<file path="src/rtl/ex_mem_branch_stage.sv">
// ex_mem_branch_stage: EX/MEM pipeline register with branch resolution, redirect and wrong-path squash.
// Optional MISALIGN_TRAP_EN: taken control transfers to non-word-aligned targets trap instead of redirecting.
module ex_mem_branch_stage #(
    parameter int WIDTH      = 32,
    parameter int REG_ADDR_W = 5
) (
    input  logic                  clk,
    input  logic                  rst,
    input  logic                  stall,
    input  logic                  flush,
    input  logic                  ex_valid,
    input  logic [WIDTH-1:0]      alu_result,
    input  logic                  carry,
    input  logic                  zero,
    input  logic                  overflow,
    input  logic                  negative,
    input  logic                  is_branch,
    input  logic                  is_jump,
    input  logic [2:0]            branch_funct3,
    input  logic [WIDTH-1:0]      target_pc,
    input  logic [WIDTH-1:0]      pc_plus4,
    input  logic [WIDTH-1:0]      store_data,
    input  logic [REG_ADDR_W-1:0] rd_addr,
    input  logic                  reg_write,
    input  logic                  mem_read,
    input  logic                  mem_write,
    input  logic [1:0]            result_src,
    output logic                  mem_valid,
    output logic [WIDTH-1:0]      mem_alu_result,
    output logic [WIDTH-1:0]      mem_store_data,
    output logic [WIDTH-1:0]      mem_pc_plus4,
    output logic [REG_ADDR_W-1:0] mem_rd_addr,
    output logic                  mem_reg_write,
    output logic                  mem_mem_read,
    output logic                  mem_mem_write,
    output logic [1:0]            mem_result_src,
    output logic                  redirect,
    output logic [WIDTH-1:0]      redirect_pc,
    output logic                  misalign_trap
);
    typedef enum logic {NORMAL, SHADOW} state_t;

    state_t                state_q;
    logic                  valid_q, reg_write_q, mem_read_q, mem_write_q, redirect_q, trap_q;
    logic [WIDTH-1:0]      alu_q, store_q, pc4_q, redirect_pc_q;
    logic [REG_ADDR_W-1:0] rd_q;
    logic [1:0]            result_src_q;
    logic                  lt, cond, taken, misalign, go;

    // Signed less-than from a SUB: result sign corrected by overflow.
    assign lt = negative ^ overflow;

    always_comb begin
        cond = branch_funct3 == 3'b000 ? zero   :
               branch_funct3 == 3'b001 ? ~zero  :
               branch_funct3 == 3'b100 ? lt     :
               branch_funct3 == 3'b101 ? ~lt    :
               branch_funct3 == 3'b110 ? ~carry :
               branch_funct3 == 3'b111 ? carry  : 1'b0;
        taken = is_jump | (is_branch & cond);
    end

`ifdef MISALIGN_TRAP_EN
    assign misalign = taken & (target_pc[1:0] != 2'b00);
`else
    assign misalign = 1'b0;
`endif

    assign go = ex_valid & taken & ~misalign;

    always_ff @(posedge clk) begin
        if (rst) begin
            state_q       <= NORMAL;
            valid_q       <= 1'b0;
            reg_write_q   <= 1'b0;
            mem_read_q    <= 1'b0;
            mem_write_q   <= 1'b0;
            redirect_q    <= 1'b0;
            trap_q        <= 1'b0;
            alu_q         <= '0;
            store_q       <= '0;
            pc4_q         <= '0;
            redirect_pc_q <= '0;
            rd_q          <= '0;
            result_src_q  <= '0;
        end else if (flush) begin
            state_q     <= NORMAL;
            valid_q     <= 1'b0;
            reg_write_q <= 1'b0;
            mem_read_q  <= 1'b0;
            mem_write_q <= 1'b0;
            redirect_q  <= 1'b0;
            trap_q      <= 1'b0;
        end else if (stall) begin
            redirect_q <= 1'b0;
            trap_q     <= 1'b0;
        end else if (state_q == SHADOW) begin
            // Wrong-path slot: drop it; only a real instruction ends the shadow.
            valid_q     <= 1'b0;
            reg_write_q <= 1'b0;
            mem_read_q  <= 1'b0;
            mem_write_q <= 1'b0;
            redirect_q  <= 1'b0;
            trap_q      <= 1'b0;
            if (ex_valid) state_q <= NORMAL;
        end else begin
            valid_q      <= ex_valid;
            alu_q        <= alu_result;
            store_q      <= store_data;
            pc4_q        <= pc_plus4;
            rd_q         <= rd_addr;
            result_src_q <= result_src;
            reg_write_q  <= reg_write & ex_valid & ~misalign;
            mem_read_q   <= mem_read & ex_valid & ~misalign;
            mem_write_q  <= mem_write & ex_valid & ~misalign;
            redirect_q   <= go;
            trap_q       <= ex_valid & misalign;
            if (go) begin
                redirect_pc_q <= target_pc;
                state_q       <= SHADOW;
            end
        end
    end

    assign mem_valid      = valid_q;
    assign mem_alu_result = alu_q;
    assign mem_store_data = store_q;
    assign mem_pc_plus4   = pc4_q;
    assign mem_rd_addr    = rd_q;
    assign mem_reg_write  = reg_write_q;
    assign mem_mem_read   = mem_read_q;
    assign mem_mem_write  = mem_write_q;
    assign mem_result_src = result_src_q;
    assign redirect       = redirect_q;
    assign redirect_pc    = redirect_pc_q;
    assign misalign_trap  = trap_q;
endmodule

</file>
<file path="config.mk">
export PLATFORM = sky130hd
export DESIGN_NAME = ex_mem_branch_stage
export DESIGN_NICKNAME = d
export VERILOG_FILES = /design/src/rtl/ex_mem_branch_stage.sv
export SDC_FILE = /design/constraint.sdc
export NUM_CORES = 1
export LEC_CHECK = 0
export ABC_AREA = 1
export BUFFER_PORTS_ARGS = -buffer_cell sky130_fd_sc_hd__buf_4
export CAP_MARGIN = 0
export CORE_MARGIN = 8
export CORE_UTILIZATION = 44
export DETAILED_ROUTE_END_ITERATION = 8
export PLACE_DENSITY = 0.78
export REMOVE_ABC_BUFFERS = 1
export SYNTH_ARGS = -nofsm -noshare
export SYNTH_HDL_FRONTEND = slang
export SYNTH_SLANG_ARGS = --single-unit
export TNS_END_PERCENT = 10
</file>
<file path="constraint.sdc">
create_clock -name clk -period 1.8 [get_ports clk]
set_clock_uncertainty 0.15 [all_clocks]
set_input_delay 0.09 -clock clk [delete_from_list [all_inputs] [get_ports clk]]
set_output_delay 0.09 -clock clk [all_outputs]
set_load 0.01 [all_outputs]
</file>
==> impl_metrics.json <==
{
  "fillers": 642,
  "worstSetupStartpointType": "input port",
  "synthArstFlopShare": 0,
  "power_density_nw_per_um2": 860,
  "drc": 0,
  "grt_max_degree": 83,
  "leakagePower_nw": 4.55,
  "nets": 1282,
  "ys_seq_elements": 141,
  "gr-usage-all-layers": 0.291,
  "tightest_slew_ns": 0.509,
  "status": "complete, no violations",
  "synth_area_sq_um": 5280,
  "antenna_found_initial": 4,
  "initial_core_util": 0.445,
  "synth-edff-count": 0,
  "post_cts_buffers": 0,
  "finalHoldViolCount": 0,
  "fin_tns_setup_ns": 0,
  "synth_top_area_cell": "dfxtp_1",
  "netlist_top_cells_area": "dfxtp_1 53%, nor2_1 17%, o21ai_0 9.9%",
  "holdWs_ns": 0.163,
  "synth_warnings": 0,
  "critPathKind": "input port to flip-flop",
  "rsz0062_at_grt": "no",
  "die_y_microns": 126,
  "synth_most_common_cell": "nor2_1",
  "ios": 293,
  "first_global_vias": 6850,
  "total_power_mw": 8.25,
  "drt_wl_total_microns": 23800,
  "die_w_microns": 126,
  "gp_congestion": 0.829,
  "period_share": 0.948,
  "cts_buffer_depth": 2,
  "cts.sink_count": 141,
  "cp.arrival_ns": 1.86,
  "synthCells": 713,
  "hp-class": "input port to flip-flop",
  "maxSlewViolCount": 0,
  "yosys.area.top_type_share": 0.534,
  "numPortBuffers": 291,
  "grt-busiest-layer": "met2",
  "relSlewSlack": 0.660,
  "core-area_sq_um": 11900,
  "htree_levels": 4,
  "dp_cells": 1111,
  "syn_area_per_cell_sq_um": 7.41,
  "areaGrowthSynthToFinish_pct": 81.5,
  "crit_fanout": 65,
  "viasPerCell": 5.13,
  "maxCapViolCount": 0,
  "finalSetupViolations": 0,
  "dieArea_sq_um": 15800,
  "min_period_ns": 1.71,
  "numCtsBuffers": 17,
  "ant_nets": 0,
  "met1_usage": 0.288,
  "post_drt_wl_per_cell_microns": 18.4,
  "clk_pin_slew_ns": 0.06,
  "drive_above_1_share": 0.296,
  "cts-root-buf": "clkbuf_16",
  "fin_cells": 1293,
  "grt_overflow": 0,
  "yosysSeqAreaShare": 0.534,
  "insertion_delay_ns": 0.42,
  "gr-usage-met3": 0.129,
  "end_kind": "flip-flop",
  "worstPathRequired_ns": 1.95,
  "synth_cell_types": 18,
  "max_freq_ghz": 0.586,
  "cts_tree": "built",
  "fin_area_sq_um": 9590,
  "placed_area_sq_um": 7570,
  "gr-usage-met2": 0.491,
  "dp_hpwl_microns": 13200,
  "max-vdd-ir-drop_mv": 0.840,
  "vias": 6637,
  "synth_ff_type": "dfxtp_1",
  "grt_pass1_wl_microns": 36100,
  "synth_common_cells": "246 x nor2_1, 141 x dfxtp_1, 104 x o21ai_0",
  "drt_iter0_drc": 611,
  "first_pass_iters": 5,
  "rows": 40
}
## cells in the final DEF, fill, tap and decap left out, types with 2 or more instances in the layout
cell / n
nand3_1: 39
clkinv_2: 8
inv_1: 40
buf_4: 295
a21oi_1: 37
dlygate4sd3_1: 147
buf_12: 7
nor2_1: 245
nand2_1: 47
diode_2: 4
clkinvlp_4: 4
o21ai_0: 104
nand2_2: 2
dfxtp_1: 141
clkbuf_16: 17
## report_power, final
part	leakage (nW)	switching [mW]	internal [mW]
Clock	0.260	1.32	1.91
Sequential	1.16	0.120	3.32
Combinational	3.13	0.743	0.838
Total	4.55	2.19	6.06
## worst max-delay path, stage by stage
cell	delay (ns)
dlygate4sd3_1	0.54
buf_4	0.17
nor2_2	0.19
nand2_1	0.15
nor2_4	0.13
buf_12	0.25
nand3_1	0.13
nand2_1	0.10
nor2_1	0.06
## layer usage
layer	routed length [microns]	up-vias
li1	-	3091
met1	8410	3028
met2	11500	425
met3	2750	93
met4	1180	0
met5	0	-
## area by class of cell
cell class | count | area, sq um | area share
repair buffers | 449 | 3830 | 0.399
flip-flops and latches | 141 | 2820 | 0.294
multi-input cells | 479 | 2040 | 0.213
clock buffers | 19 | 443 | 0.0462
well taps | 147 | 184 | 0.0192
inverters | 42 | 160 | 0.0167
clock inverters | 12 | 98.8 | 0.0103
diodes | 4 | 10.0 | 0.00104
## flip-flops by register name, indices dropped and copies added, names as in the netlist
signal	flops
mem_pc_plus4	32
redirect	1
mem_rd_addr	5
state_q	1
mem_mem_write	1
mem_mem_read	1
mem_reg_write	1
mem_result_src	2
redirect_pc	32
mem_valid	1
mem_store_data	32
mem_alu_result	32
## logic make-up after synthesis
kind of cell           count (synthesis)  share of synthesized area
buffers and inverters                 93                     0.0805
other                                  1                   0.000710
AO/OA/AOI/OAI                        142                      0.135
AND/OR/NAND/NOR                      336                      0.249
flip-flops                           141                      0.534
## final timing paths
kind	from	to	cells after the start	slack, ns
worst max-delay path	stall	redirect_pc[17]	9	0.09
worst min-delay path	is_jump	redirect	6	0.16
worst max register to register	state_q	mem_result_src[1]	6	0.11
worst min register to register	mem_reg_write	mem_reg_write	2	0.32
## stage by stage
step	setup slack, ns	util
floorplan	-1.91	-
global placement	0.304	0.638
detailed placement	0.283	0.638
CTS	0.214	0.808
global route	0.0245	0.808
finish	0.0930	0.808
## repair_timing
action,in CTS,in global routing
resized for setup,0,0
hold buffers,147,0
endpoints found under the hold margin,141,0
Power figures use the tool's default switching activity.
